===== src/rtl/i2s_frame_sequencer.sv =====
// I2S master/capture sequencer: generates SCK/WS from the system clock and deserializes
// stereo frames of DATA_BITS-wide samples, with start/stop handshake and frame counting.
module i2s_frame_sequencer #(
  parameter int unsigned CLK_DIV     = 4,
  parameter int unsigned SLOT_BITS   = 32,
  parameter int unsigned DATA_BITS   = 24,
  parameter int unsigned DATA_OFFSET = 2,
  parameter int unsigned FRAME_CNT_W = 16
) (
  input  logic                   clk_i,
  input  logic                   rst_ni,
  input  logic                   start_i,
  input  logic                   stop_i,
  input  logic [FRAME_CNT_W-1:0] frames_i,
  input  logic                   sd_i,
  output logic                   sck_o,
  output logic                   ws_o,
  output logic [DATA_BITS-1:0]   left_o,
  output logic [DATA_BITS-1:0]   right_o,
  output logic                   sample_valid_o,
  output logic                   busy_o,
  output logic                   done_o
);

  localparam int unsigned DivW = (CLK_DIV > 1) ? $clog2(CLK_DIV) : 1;
  localparam int unsigned BitW = (SLOT_BITS > 1) ? $clog2(SLOT_BITS) : 1;

  localparam logic [DivW-1:0] DivMax    = DivW'(CLK_DIV - 1);
  localparam logic [BitW-1:0] BitMax    = BitW'(SLOT_BITS - 1);
  localparam logic [BitW-1:0] DataFirst = BitW'(DATA_OFFSET);
  localparam logic [BitW-1:0] DataLast  = BitW'(DATA_OFFSET + DATA_BITS - 1);

  typedef enum logic [0:0] {StIdle, StRun} state_e;

  state_e                 state_q, state_d;
  logic [DivW-1:0]        div_q, div_d;
  logic [BitW-1:0]        bit_q, bit_d;
  logic                   sck_q, sck_d;
  logic                   ws_q, ws_d;
  logic [FRAME_CNT_W-1:0] frames_left_q, frames_left_d;
  logic                   frames_nz_q, frames_nz_d;
  logic                   stop_pend_q, stop_pend_d;
  logic [DATA_BITS-1:0]   shl_q, shl_d;
  logic [DATA_BITS-1:0]   shr_q, shr_d;
  logic [DATA_BITS-1:0]   left_q, left_d;
  logic [DATA_BITS-1:0]   right_q, right_d;
  logic                   valid_q, valid_d;
  logic                   done_q, done_d;

  logic tick;
  logic in_data;
  logic stop_now;

  assign tick     = (div_q == DivMax);
  assign in_data  = (bit_q >= DataFirst) && (bit_q <= DataLast);
  // A stop_i arriving on the frame-end fall itself must still end the run there.
  assign stop_now = stop_pend_q || stop_i || (frames_nz_q && (frames_left_q == '0));

  always_comb begin
    state_d       = state_q;
    div_d         = div_q;
    bit_d         = bit_q;
    sck_d         = sck_q;
    ws_d          = ws_q;
    frames_left_d = frames_left_q;
    frames_nz_d   = frames_nz_q;
    stop_pend_d   = stop_pend_q;
    shl_d         = shl_q;
    shr_d         = shr_q;
    left_d        = left_q;
    right_d       = right_q;
    valid_d       = 1'b0;
    done_d        = 1'b0;

    unique case (state_q)
      StIdle: begin
        sck_d = 1'b0;
        ws_d  = 1'b1;
        div_d = '0;
        bit_d = BitMax;
        if (start_i) begin
          state_d       = StRun;
          frames_left_d = frames_i;
          frames_nz_d   = (frames_i != '0);
          stop_pend_d   = 1'b0;
        end
      end
      StRun: begin
        if (stop_i) stop_pend_d = 1'b1;
        div_d = tick ? '0 : div_q + 1'b1;
        if (tick && !sck_q) begin
          // Rising edge: capture sd_i MSB-first into the slot selected by ws.
          sck_d = 1'b1;
          if (in_data) begin
            if (ws_q) begin
              shr_d = {shr_q[DATA_BITS-2:0], sd_i};
              if (bit_q == DataLast) begin
                left_d  = shl_q;
                right_d = {shr_q[DATA_BITS-2:0], sd_i};
                valid_d = 1'b1;
                if (frames_left_q != '0) frames_left_d = frames_left_q - 1'b1;
              end
            end else begin
              shl_d = {shl_q[DATA_BITS-2:0], sd_i};
            end
          end
        end else if (tick) begin
          sck_d = 1'b0;
          if (bit_q == BitMax) begin
            if (ws_q && stop_now) begin
              state_d = StIdle;
              done_d  = 1'b1;
            end else begin
              bit_d = '0;
              ws_d  = ~ws_q;
            end
          end else begin
            bit_d = bit_q + 1'b1;
          end
        end
      end
      default: state_d = StIdle;
    endcase
  end

  always_ff @(posedge clk_i or negedge rst_ni) begin
    if (!rst_ni) begin
      state_q       <= StIdle;
      div_q         <= '0;
      bit_q         <= BitMax;
      sck_q         <= 1'b0;
      ws_q          <= 1'b1;
      frames_left_q <= '0;
      frames_nz_q   <= 1'b0;
      stop_pend_q   <= 1'b0;
      shl_q         <= '0;
      shr_q         <= '0;
      left_q        <= '0;
      right_q       <= '0;
      valid_q       <= 1'b0;
      done_q        <= 1'b0;
    end else begin
      state_q       <= state_d;
      div_q         <= div_d;
      bit_q         <= bit_d;
      sck_q         <= sck_d;
      ws_q          <= ws_d;
      frames_left_q <= frames_left_d;
      frames_nz_q   <= frames_nz_d;
      stop_pend_q   <= stop_pend_d;
      shl_q         <= shl_d;
      shr_q         <= shr_d;
      left_q        <= left_d;
      right_q       <= right_d;
      valid_q       <= valid_d;
      done_q        <= done_d;
    end
  end

  assign sck_o          = sck_q;
  assign ws_o           = ws_q;
  assign left_o         = left_q;
  assign right_o        = right_q;
  assign sample_valid_o = valid_q;
  assign busy_o         = (state_q == StRun);
  assign done_o         = done_q;

endmodule


===== config.mk =====
export PLATFORM = sky130hd
export DESIGN_NAME = i2s_frame_sequencer
export DESIGN_NICKNAME = d
export VERILOG_FILES = /design/src/rtl/i2s_frame_sequencer.sv
export SDC_FILE = /design/constraint.sdc
export NUM_CORES = 1
export LEC_CHECK = 0
export ABC_CLOCK_PERIOD_IN_PS = 2400
export BUFFER_PORTS_ARGS = -buffer_cell sky130_fd_sc_hd__clkbuf_2
export CORE_MARGIN = 5
export CORE_UTILIZATION = 35
export CTS_BUF_LIST = sky130_fd_sc_hd__clkbuf_8
export CTS_CLUSTER_SIZE = 12
export DETAILED_ROUTE_END_ITERATION = 8
export PLACE_DENSITY_LB_ADDON = 0.25
export REMOVE_ABC_BUFFERS = 1
export SLEW_MARGIN = 20
export SYNTH_ARGS = -nofsm -noshare
export SYNTH_HDL_FRONTEND = slang
export SYNTH_SLANG_ARGS = --single-unit

===== constraint.sdc =====
create_clock -name clk_i -period 2.4 [get_ports clk_i]
set_input_delay 0.72 -clock clk_i [delete_from_list [all_inputs] [get_ports clk_i]]
set_output_delay 0.72 -clock clk_i [all_outputs]
set_load 0.05 [all_outputs]

==> metrics.md <==
| Metric | Value |
|---|---|
| Grt total ovfl | 0 |
| Total number of vias | 4,033 |
| Sequential Power Share | 0.468 |
| Final Wtd Congestion | around 0.85 |
| CTS tree | yes |
| Worst EP arrival | 2650 ps |
| Average cell area after synthesis | 10.5 µm² |
| # setup viols final | 0 |
| Largest net degree at the start of global routing | between 40 and 50 |
| CTS root buffer | clkbuf_8 |
| Final HPWL from detailed placement | between 8 and 9 mm |
| Clk pwr share | 0.315 |
| Power density cells | around 840 nW/µm² |
| Layout cells sized above 1 | 0.285 |
| Initial Util | 0.359 |
| Worst-path fanout max | 7 |
| First-pass GRT wire length | between 20 and 25 mm |
| Reg2Reg Depth | 6 |
| Hold Worst Slack | 253 ps |
| Max cap viols | 0 |
| Register Area | 3140 µm² |
| Setup CP Type | reg -> reg |
| Delay-heaviest family, CP | simple AND/OR/NAND/NOR gates |
| Leakage power | approximately 3.4 nW |
| RSZ-0062 raised after global routing | no |
| Layout filler cell count | ~1.5k |
| Internal power | approximately 3.8 mW |
| Die X | 135 µm |
| ANT nets after route | 0 |
| Post-place instance area | around 6200 µm² |
| Worst r2r src | bit_q[0]$_DFFE_PN1P_ |
| # IOs | 74 |
| Synthesized flop and latch total | roughly 130 |
| Final Skew | 6.36 ps |
| DIE AREA | approximately 18,000 µm² |
| Status | finished clean |
| DRC | 0 |
| Clk slew on worst S/H paths | around 70 ps |
| Core area | between 15,000 and 20,000 µm² |
| Seq/Total Area, Yosys | 0.572 |
| CP Launch Type | register |
| Initial DRC Count | approximately 250 |
| CP Launch Point | bit_q[0]$_DFFE_PN1P_ |
| Cells after DPL | between 700 and 800 |
| Cell Chain, Critical Path | ha_1 -> nand3b_1 -> or3_2 -> a211oi_2 -> a211oi_1 -> nor3_1 |
| Post-route cell area | around 6600 µm² |
| WP buf/inv | 0 |
| CP peak stage delay | about 600 ps |
| Via density | between 4 and 5 |
| Number of global-route vias before repair | around 4.1k |
| Min-Delay Path Class | in -> async |
| Final #Nets | 633 |
| Total net switching power | between 1.5 and 2 mW |
| Minimum clock period after layout | about 2300 ps |
| Share of the synthesized area in the top cell type | 0.543 |
| Area growth, synth to finish | 19.8% |
| IO buf count | 73 |
| Main synth FF type | dfrtp_1 |
| Synth area leader | dfrtp_1 |
| Critical path endpoint category | register |
| DIE HEIGHT | between 100 and 150 µm |
| Sw frac | 0.313 |
| Drt total wl | ~12 mm |
| Max Slew Vio Count | 0 |
| Slew margin rel. | 0.562 |
| Gr usage total | 0.143 |
| Max Fclk | ~430 MHz |
| Ys Warns | 0 |
| Final hold vios | 0 |
| # diodes | 0 |
| Ys async rst share | 1.00 |
| Cell variety after synth | 57 |
| Core Rows | 45 |
| Non-filler cells, final | 829 |
| Final worst-path cycle share | 0.961 |
| Worst-margin pin slew | between 600 and 700 ps |
| H-tree levels | 4 |
| Maximum VDD drop | 416 µV |
| Ranking of synthesized cells by area | dfrtp_1 54%, nand2_1 11%, mux2_2 8.4% |
| CTS Buf Count | 17 |
| Critical Path Stages | 6 |
| Mapped cell area | 5480 µm² |
| Clock sinks | about 130 |
| Final core occ | 0.431 |
| Pre-antenna DRT Iters | 4 |
| Clock tree buffer depth | 2 |
| Clk_lat worst skew | about 440 ps |
| Antenna violations before repair | 0 |
| Multi-input gate area | approximately 2200 µm² |
| Comb pwr share | 0.217 |
| Routed len/inst | about 15 µm |
| Cells after Synth | 520 |
| WP data required | 2750 ps |
| Number of synthesized flops with an enable pin | 0 |
| Slowest-stage cell, CP | dfstp_2 |
## state kept, by name, indices dropped and copies added, names as in the netlist
name            flops
left_o             24
right_o            24
shl_q              24
shr_q              23
frames_left_q      16
bit_q               5
div_q               2
busy_o              1
done_o              1
frames_nz_q         1
sample_valid_o      1
sck_o               1
stop_pend_q         1
ws_o                1
## power by group through the flow
stage / Sequential [mW] / Clock, mW / Combinational, mW
floorplan: 2.62 / 0 / 0.786
global placement: 2.61 / 0 / 1.16
detailed placement: 2.61 / 0 / 1.20
CTS: 2.58 / 1.80 / 1.21
global route: 2.62 / 1.90 / 1.33
finish: 2.58 / 1.74 / 1.20
## through the flow
stage               TNS [ps]  worst slack, ps  total power, mW
floorplan             -47150            -1120             3.41
CTS                        0             81.2             5.58
detailed placement         0              108             3.82
global route               0             5.02             5.85
finish                     0             93.8             5.52
global placement           0              179             3.77
## Yosys cell counts, drive strengths merged, types with 8 or more instances
library cell,instances
a31oi,8
a21oi,8
nor2,25
clkbuf,12
nor4,10
nor3,13
dfrtp,119
inv,13
o21ai,11
buf,13
nand2,155
mux2,48
## timing repair
| action | in CTS | in global routing |
|---|---|---|
| buffers inserted | 0 | 1 |
| resized for setup | 0 | 0 |
| setup endpoints to repair | 0 | 1 |
| hold buffers | 0 | 0 |
## path summary, 6_finish.rpt
kind	end	slack (ps)
worst min-delay path	left_o[8]$_DFFE_PN0P_	250
max in group asynchronous	bit_q[4]$_DFFE_PN1P_	1440
worst max register to register	frames_left_q[7]$_DFFE_PN0P_	90
worst min register to register	div_q[0]$_DFF_PN0_	430
min in group clk_i	div_q[0]$_DFF_PN0_	430
worst max-delay path	frames_left_q[7]$_DFFE_PN0P_	90
## cell usage in the layout, fill, tap and decap left out, drive strengths merged, types with 6 or more instances in the layout
cell type / count
nor2: 25
a31oi: 8
nand3: 7
nor4: 10
dfrtp: 119
ha: 7
o21ai: 11
nor3: 13
buf: 19
a21oi: 8
dfstp: 6
nand2: 155
clkbuf: 91
inv: 20
mux2: 48
## kinds of logic after synthesis
kind of cell,after synthesis,share of synthesized area
AOI/OAI and AO/OA,66,0.0890
adders and majority gates,7,0.0160
buffers and inverters,38,0.0283
DFF,125,0.572
muxes,49,0.100
and+or+nand+nor,235,0.195
## area by class of cell
class / count / area share
multi-input cells: 357 / 0.336
flip-flops and latches: 125 / 0.477
clock buffers: 19 / 0.0398
clock inverters: 13 / 0.0169
repair buffers: 91 / 0.0823
inverters: 13 / 0.00743
well taps: 211 / 0.0402
## routing by layer
| metal | global-route usage | share of wire | vias to the layer above |
|---|---|---|---|
| met1 | 0.190 | 0.47 | 1944 |
| met3 | 0.0446 | 0.061 | 17 |
| li1 | - | - | 1964 |
| met4 | 0.0526 | 0.013 | 0 |
| met5 | 0 | 0 | - |
| met2 | 0.220 | 0.46 | 108 |
Note: power is estimated with default switching activity, not from simulation.
